## src/rtl/ifm_scan_ctrl.sv

```systemverilog
// ----------------------------------------------------------------------------
// ifm_scan_ctrl
//
// Transmit side of the IFM window-buffer command interface. Walks a 3x3
// window over an IFM_H x IFM_W input feature map in serpentine order, reads
// the needed pixels from a 3-port IFM memory and drives the window buffer's
// ifm_read command plus three packed row words. Each new window is handed to
// the PE array with a win_valid / pe_ready handshake.
//
// Ports
//   clk, rst              : clock, synchronous active-high reset
//   start, base_addr      : scan start pulse and byte address of pixel (0,0)
//   mem_ren               : read enable shared by the three memory ports
//   mem_addr0..2          : byte address per read port
//   mem_rdata0..2         : read data, valid one cycle after mem_ren
//   ifm_read              : window-buffer command (ALL/RIGHT/DOWN/LEFT/KEEP)
//   ifm_input0..2         : packed pixels in [23:0], [31:24] always zero
//   win_valid, pe_ready   : window handshake towards the PE array
//   win_row, win_col      : top-left position of the current window
//   busy, done            : scan in progress / last window accepted
// ----------------------------------------------------------------------------
module ifm_scan_ctrl #(
    parameter int IFM_H  = 8,
    parameter int IFM_W  = 8,
    parameter int ADDR_W = 16
) (
    input  logic              clk,
    input  logic              rst,
    input  logic              start,
    input  logic [ADDR_W-1:0] base_addr,
    output logic              mem_ren,
    output logic [ADDR_W-1:0] mem_addr0,
    output logic [ADDR_W-1:0] mem_addr1,
    output logic [ADDR_W-1:0] mem_addr2,
    input  logic [7:0]        mem_rdata0,
    input  logic [7:0]        mem_rdata1,
    input  logic [7:0]        mem_rdata2,
    output logic [2:0]        ifm_read,
    output logic [31:0]       ifm_input0,
    output logic [31:0]       ifm_input1,
    output logic [31:0]       ifm_input2,
    output logic              win_valid,
    input  logic              pe_ready,
    output logic [15:0]       win_row,
    output logic [15:0]       win_col,
    output logic              busy,
    output logic              done
);

    localparam int OH = IFM_H - 2;
    localparam int OW = IFM_W - 2;

    localparam logic [2:0] CMD_KEEP  = 3'b000;
    localparam logic [2:0] CMD_RIGHT = 3'b001;
    localparam logic [2:0] CMD_DOWN  = 3'b010;
    localparam logic [2:0] CMD_LEFT  = 3'b100;
    localparam logic [2:0] CMD_ALL   = 3'b111;

    // Last window: bottom row, at the right edge if the bottom row is an even
    // (left-to-right) row index, otherwise back at the left edge.
    localparam logic [15:0] LAST_ROW = 16'(OH - 1);
    localparam logic [15:0] COL_MAX  = 16'(OW - 1);
    localparam logic [15:0] LAST_COL = ((OH % 2) == 1) ? COL_MAX : 16'd0;

    typedef enum logic [2:0] {
        S_IDLE,
        S_LOAD,
        S_ISSUE,
        S_HOLD,
        S_FETCH
    } state_t;

    state_t            state, state_nxt;
    logic [1:0]        ld_cnt;
    logic [15:0]       row, col;
    logic [15:0]       row_nxt, col_nxt;
    logic [ADDR_W-1:0] base;
    logic [2:0]        move, move_nxt;
    logic [2:0][7:0]   stage0, stage1;
    logic [2:0][7:0]   rdata;
    logic [2:0][ADDR_W-1:0] addr;
    logic [2:0][31:0]  inp;
    logic              hs, last;

    assign rdata = {mem_rdata2, mem_rdata1, mem_rdata0};

    assign hs   = (state == S_HOLD) && pe_ready;
    assign last = (row == LAST_ROW) && (col == LAST_COL);

    // Byte address of pixel (r,c); wraps modulo 2^ADDR_W.
    function automatic logic [ADDR_W-1:0] pix_addr(input logic [ADDR_W-1:0] b,
                                                   input logic [31:0] r,
                                                   input logic [31:0] c);
        logic [31:0] off;
        off = r * 32'(IFM_W) + c;
        return b + ADDR_W'(off);
    endfunction

    // Serpentine move choice for the window after the current one.
    always_comb begin
        move_nxt = CMD_DOWN;
        row_nxt  = row;
        col_nxt  = col;
        if (!row[0] && (col < COL_MAX)) begin
            move_nxt = CMD_RIGHT;
            col_nxt  = col + 16'd1;
        end else if (row[0] && (col != 16'd0)) begin
            move_nxt = CMD_LEFT;
            col_nxt  = col - 16'd1;
        end else begin
            row_nxt  = row + 16'd1;
        end
    end

    // Next state and all command-side outputs.
    always_comb begin
        state_nxt = state;
        mem_ren   = 1'b0;
        addr      = '0;
        ifm_read  = CMD_KEEP;
        inp       = '0;
        win_valid = 1'b0;
        case (state)
            S_IDLE: begin
                if (start) state_nxt = S_LOAD;
            end
            S_LOAD: begin
                mem_ren = 1'b1;
                for (int k = 0; k < 3; k++)
                    addr[k] = pix_addr(base, 32'(row) + 32'(k), 32'(col) + 32'(ld_cnt));
                if (ld_cnt == 2'd2) state_nxt = S_ISSUE;
            end
            S_FETCH: begin
                mem_ren = 1'b1;
                for (int k = 0; k < 3; k++) begin
                    case (move)
                        CMD_RIGHT: addr[k] = pix_addr(base, 32'(row) + 32'(k), 32'(col) + 32'd2);
                        CMD_LEFT:  addr[k] = pix_addr(base, 32'(row) + 32'(k), 32'(col));
                        default:   addr[k] = pix_addr(base, 32'(row) + 32'd2, 32'(col) + 32'(k));
                    endcase
                end
                state_nxt = S_ISSUE;
            end
            S_ISSUE: begin
                // The final column's bytes arrive this cycle straight from
                // memory; the first two columns of a full load are staged.
                case (move)
                    CMD_ALL: begin
                        ifm_read = CMD_ALL;
                        for (int k = 0; k < 3; k++)
                            inp[k] = {8'h00, stage0[k], stage1[k], rdata[k]};
                    end
                    CMD_RIGHT: begin
                        ifm_read = CMD_RIGHT;
                        for (int k = 0; k < 3; k++)
                            inp[k] = {24'h0, rdata[k]};
                    end
                    CMD_LEFT: begin
                        ifm_read = CMD_LEFT;
                        for (int k = 0; k < 3; k++)
                            inp[k] = {8'h00, rdata[k], 16'h0};
                    end
                    CMD_DOWN: begin
                        ifm_read = CMD_DOWN;
                        inp[2]   = {8'h00, rdata[0], rdata[1], rdata[2]};
                    end
                    default: ifm_read = CMD_KEEP;
                endcase
                state_nxt = S_HOLD;
            end
            S_HOLD: begin
                win_valid = 1'b1;
                if (pe_ready) state_nxt = last ? S_IDLE : S_FETCH;
            end
            default: state_nxt = S_IDLE;
        endcase
    end

    always_ff @(posedge clk) begin
        if (rst) begin
            state  <= S_IDLE;
            ld_cnt <= 2'd0;
            row    <= 16'd0;
            col    <= 16'd0;
            base   <= '0;
            move   <= CMD_KEEP;
            stage0 <= '0;
            stage1 <= '0;
            done   <= 1'b0;
        end else begin
            state <= state_nxt;
            done  <= hs && last;
            case (state)
                S_IDLE: begin
                    if (start) begin
                        base   <= base_addr;
                        row    <= 16'd0;
                        col    <= 16'd0;
                        ld_cnt <= 2'd0;
                        move   <= CMD_ALL;
                    end
                end
                S_LOAD: begin
                    ld_cnt <= ld_cnt + 2'd1;
                    // Read data trails the request by one cycle.
                    if (ld_cnt == 2'd1) stage0 <= rdata;
                    if (ld_cnt == 2'd2) stage1 <= rdata;
                end
                S_HOLD: begin
                    if (pe_ready && !last) begin
                        row  <= row_nxt;
                        col  <= col_nxt;
                        move <= move_nxt;
                    end
                end
                default: ;
            endcase
        end
    end

    assign mem_addr0  = addr[0];
    assign mem_addr1  = addr[1];
    assign mem_addr2  = addr[2];
    assign ifm_input0 = inp[0];
    assign ifm_input1 = inp[1];
    assign ifm_input2 = inp[2];
    assign win_row    = row;
    assign win_col    = col;
    assign busy       = (state != S_IDLE);

endmodule

```

## config.mk

```make
export PLATFORM = sky130hd
export DESIGN_NAME = ifm_scan_ctrl
export DESIGN_NICKNAME = d
export VERILOG_FILES = /design/src/rtl/ifm_scan_ctrl.sv
export SDC_FILE = /design/constraint.sdc
export NUM_CORES = 1
export LEC_CHECK = 0
export BUFFER_PORTS_ARGS = -buffer_cell sky130_fd_sc_hd__buf_2
export CAP_MARGIN = 20
export CORE_UTILIZATION = 55
export DETAILED_ROUTE_END_ITERATION = 10
export PLACE_DENSITY = 0.8
export SYNTH_ARGS = -nofsm -noshare
export SYNTH_HDL_FRONTEND = slang
export SYNTH_SLANG_ARGS = --single-unit
```

## constraint.sdc

```tcl
create_clock -name clk -period 5.7 [get_ports clk]
set_input_delay 0.285 -clock clk [delete_from_list [all_inputs] [get_ports clk]]
set_output_delay 0.285 -clock clk [all_outputs]
set_load 0.02 [all_outputs]
```

==> PnR_summary.wiki <==
{| class="wikitable"
! Metric !! Value
|-
| Die Span X || 170 µm
|-
| Post-synth top area share || 0.143
|-
| Headroom to the max-slew limit || 0.289
|-
| Synthesized instance count || 2056
|-
| Status || completed
|-
| DR WL/cell || 20.7 µm
|-
| Top Ports || around 230
|-
| Post-synth top cells || 226 x sky130_fd_sc_hd__inv_1, 200 x sky130_fd_sc_hd__nand2_1, 180 x sky130_fd_sc_hd__nor2_1
|-
| Ant diodes || 0
|-
| EDFF count, synth || 0
|-
| Primary FF master, synth || sky130_fd_sc_hd__dfxtp_1
|-
| Number of buffers inserted by hold repair at cts || 0
|-
| Leakage power summed over all cells || between 8 and 9 nW
|-
| H-tree depth || 3
|-
| Pwr dens || around 120 nW/µm²
|-
| Sinks on Clock Net || about 110
|-
| Worst Hold Class || in2reg
|-
| Crit. End Element || primary output
|-
| Via count of the routed design || ~16000
|-
| Detailed-router iteration count before antenna repair || 6
|-
| Maximum Capacitance Violations || 0
|-
| Count of endpoints failing hold in the final timing report || 0
|-
| Number of buffers added by the clock tree synthesis step || 9
|-
| CTS tree || done
|-
| Synth Cell Area || between 15000 and 20000 µm²
|-
| IO Port Bufs || 202
|-
| Vertical die dimension || ~170 µm
|-
| Ratio of final minimum period to clock period || 0.976
|-
| Transition time of the tightest slew-check pin || approximately 1.1 ns
|-
| Syn_area_per_cell || 7.54 µm²
|-
| Wire length of the first global-routing pass || ~81 mm
|-
| Overflow left after global routing || 0
|-
| Highest net fanout along the worst path || 13
|-
| Max-slew violation count || 0
|-
| Via density || between 6 and 7
|-
| Clock root buffer || sky130_fd_sc_hd__clkbuf_16
|-
| Delay of the slowest cell on the worst path || roughly 0.62 ns
|-
| Via count of the first global-routing pass || around 15000
|-
| Drt total wl || around 54 mm
|-
| Worst endpoint required time || around 5.4 ns
|-
| Signed area change from the synthesized netlist to the final layout || 10.0%
|-
| Longest Clk Path Bufs || 2
|-
| Cell chain of the critical path || ha_1, nand3_1, xnor2_1, fa_1, inv_1, ha_1, o21ai_1, a21oi_1, o311ai_2, a21oi_1, or4b_1, a31oi_1, xnor2_1, a221oi_1, o22ai_1, buf_2
|-
| Register area || roughly 2100 µm²
|-
| WS Path Type || reg2out
|-
| Signal arrival time at the worst endpoint || between 5 and 6 ns
|-
| Most used standard cell by instance count after synthesis || sky130_fd_sc_hd__inv_1
|-
| Layout cells sized above 1 || 0.121
|-
| Overall power after layout || about 0.0021 W
|-
| Post-detailed-placement half-perimeter wirelength || roughly 43 mm
|-
| Full die area || a little under 30000 µm²
|-
| Aggregate global-route resource usage || 0.368
|-
| FF+latch count, synth || between 100 and 150
|-
| Global placement routability congestion || 1.01
|-
| Number of nets in the finished design || about 2500
|-
| Dominant cells by area after synthesis || sky130_fd_sc_hd__fa_1 14%, sky130_fd_sc_hd__dfxtp_1 14%, sky130_fd_sc_hd__ha_1 12%
|-
| Violation count after the first detailed-route iteration || about 1700
|-
| Effective utilization at floorplan || 0.558
|-
| Remaining routing DRC violations || 0
|-
| Fraction of the yosys area taken by sequential cells || 0.136
|-
| Number of antenna violations at the first check in global routing || 1
|-
| Setup Viol. Count Final || 0
|-
| Fin Setup TNS || 0 ns
|-
| Pin count of the biggest net entering global routing || ~110
|-
| Number of nets still failing antenna checks after routing || 0
|-
| Async set-or-reset flop fraction in the synthesized netlist || 0
|-
| Count of warnings emitted by yosys || 0
|-
| Cell type with the largest total area after synthesis || sky130_fd_sc_hd__fa_1
|-
| Critical path startpoint category || register
|-
| IR Drop Worst-Case VDD || 0.189 mV
|-
| Area of the core region || 27800 µm²
|-
| Number of placement rows || 61
|-
| Unrepaired setup endpoints after global routing || false
|-
| Post-Route Skew || roughly 0.016 ns
|-
| Library cells used by synthesis || 70
|-
| Area of the multi-input gates || ~12000 µm²
|-
| Number of filler instances in the final layout || ~2600
|-
| Clock Latency Late Sink || between 0.3 and 0.4 ns
|-
| Highest Clock Rate || 0.180 GHz
|-
| Standard cell with the maximum stage delay on the critical path || sky130_fd_sc_hd__dfxtp_1
|-
| Clock slew at the register clock pins of the worst setup and hold paths || roughly 0.080 ns
|-
| Fin crit period || roughly 5.6 ns
|}
[report_power, final]
| part | switching [W] | internal [W] |
|---|---|---|
| combinational | 0.000449 | 0.000227 |
| clock | 0.000355 | 0.000319 |
| sequential | 0.0000291 | 0.000751 |
[cells by family after synthesis]
family | Yosys count | share of synthesized area
buffers and inverters | 344 | 0.0899
AND/OR/NAND/NOR | 635 | 0.192
flip-flops | 105 | 0.136
AO/OA/AOI/OAI | 520 | 0.211
XOR/XNOR | 193 | 0.110
adder cells (fa/ha/maj) | 254 | 0.259
other | 1 | 0.000242
multiplexers | 4 | 0.00258
[sequential cells by signal, indices dropped and copies added (netlist names)]
register / flops
done: 1
win_col: 16
ld_cnt: 2
stage1: 24
base: 16
stage0: 24
state: 3
win_row: 16
move: 3
[cell usage in the layout (no fill, tap or decap), drive strengths merged, types with 6 or more instances in the layout]
| master | synthesis | routed |
|---|---|---|
| nor3 | 51 | 51 |
| fa | 111 | 111 |
| nor4 | 9 | 9 |
| and3 | 13 | 13 |
| nor2b | 13 | 13 |
| o21a | 12 | 12 |
| o22ai | 34 | 34 |
| o21bai | 6 | 6 |
| a22o | 8 | 8 |
| and2 | 52 | 52 |
| nand3 | 29 | 29 |
| buf | 31 | 224 |
| dfxtp | 105 | 105 |
| nor2 | 182 | 182 |
| inv | 228 | 232 |
| or3 | 14 | 14 |
| a31oi | 21 | 21 |
| a22oi | 48 | 48 |
| a211oi | 22 | 22 |
| o221ai | 6 | 6 |
| conb | 1 | 24 |
| a21oi | 179 | 179 |
| a21o | 40 | 40 |
| o211ai | 10 | 10 |
| o21ai | 87 | 87 |
| nand4 | 14 | 14 |
| xnor2 | 128 | 128 |
| nand2b | 24 | 24 |
| ha | 143 | 143 |
| clkbuf | 84 | 9 |
| or2 | 12 | 12 |
| nand2 | 200 | 200 |
| xor2 | 65 | 65 |
[stage by stage]
step           setup WS [ns]   util  cell area (µm²)  hold WS (ns)  cells
5_1_grt              0.00873  0.614            17100         0.156   2582
3_3_place_gp           0.757  0.601            16700         0.438   2564
6_report               0.139  0.614            17100         0.140   2582
4_1_cts                0.238  0.613            17000         0.137   2580
2_1_floorplan           1.21      -            15600         0.421   2079
3_5_place_dp           0.664  0.601            16700         0.442   2564
[path summary, 6_finish.rpt]
check / cells past startpoint / start / slack, ns / endpoint
worst min-delay path: 3 / base_addr[13] / 0.14 / base[13]$_SDFFE_PP0P_
worst max register to register: 13 / win_col[9]$_SDFFE_PP0P_ / 1.04 / win_col[15]$_SDFFE_PP0P_
worst min register to register: 2 / stage1[14]$_SDFFE_PP0P_ / 0.45 / stage1[14]$_SDFFE_PP0P_
worst max-delay path: 16 / win_col[2]$_SDFFE_PP0P_ / 0.14 / mem_addr1[15]
[area by class of cell]
type	instances	area share
multi-input cells	1630	0.710
flip-flops and latches	105	0.123
repair buffers	224	0.0703
inverters	229	0.0504
well taps	378	0.0277
clock buffers	9	0.0132
clock inverters	7	0.00521
[routing by layer]
metal	share of wire	vias to the layer above	global-route usage
li1	-	7230	-
met1	0.41	7457	0.507
met2	0.45	904	0.579
met3	0.11	132	0.0656
met4	0.030	0	0.125
met5	0	-	0
[repair_timing]
item,in CTS,in global routing
setup buffers,0,0
setup endpoints to repair,0,1
resized for setup,0,1
[worst max-delay path: cells and delay by family (launching register included)]
kind	cells	cell delay, ns
adder cells (fa/ha/maj)	3	1.10
flip-flops	1	0.62
buffers and inverters	2	0.28
AO/OA/AOI/OAI	7	1.65
XOR/XNOR	2	0.64
AND/OR/NAND/NOR	2	0.61
Power figures use the tool's default switching activity.
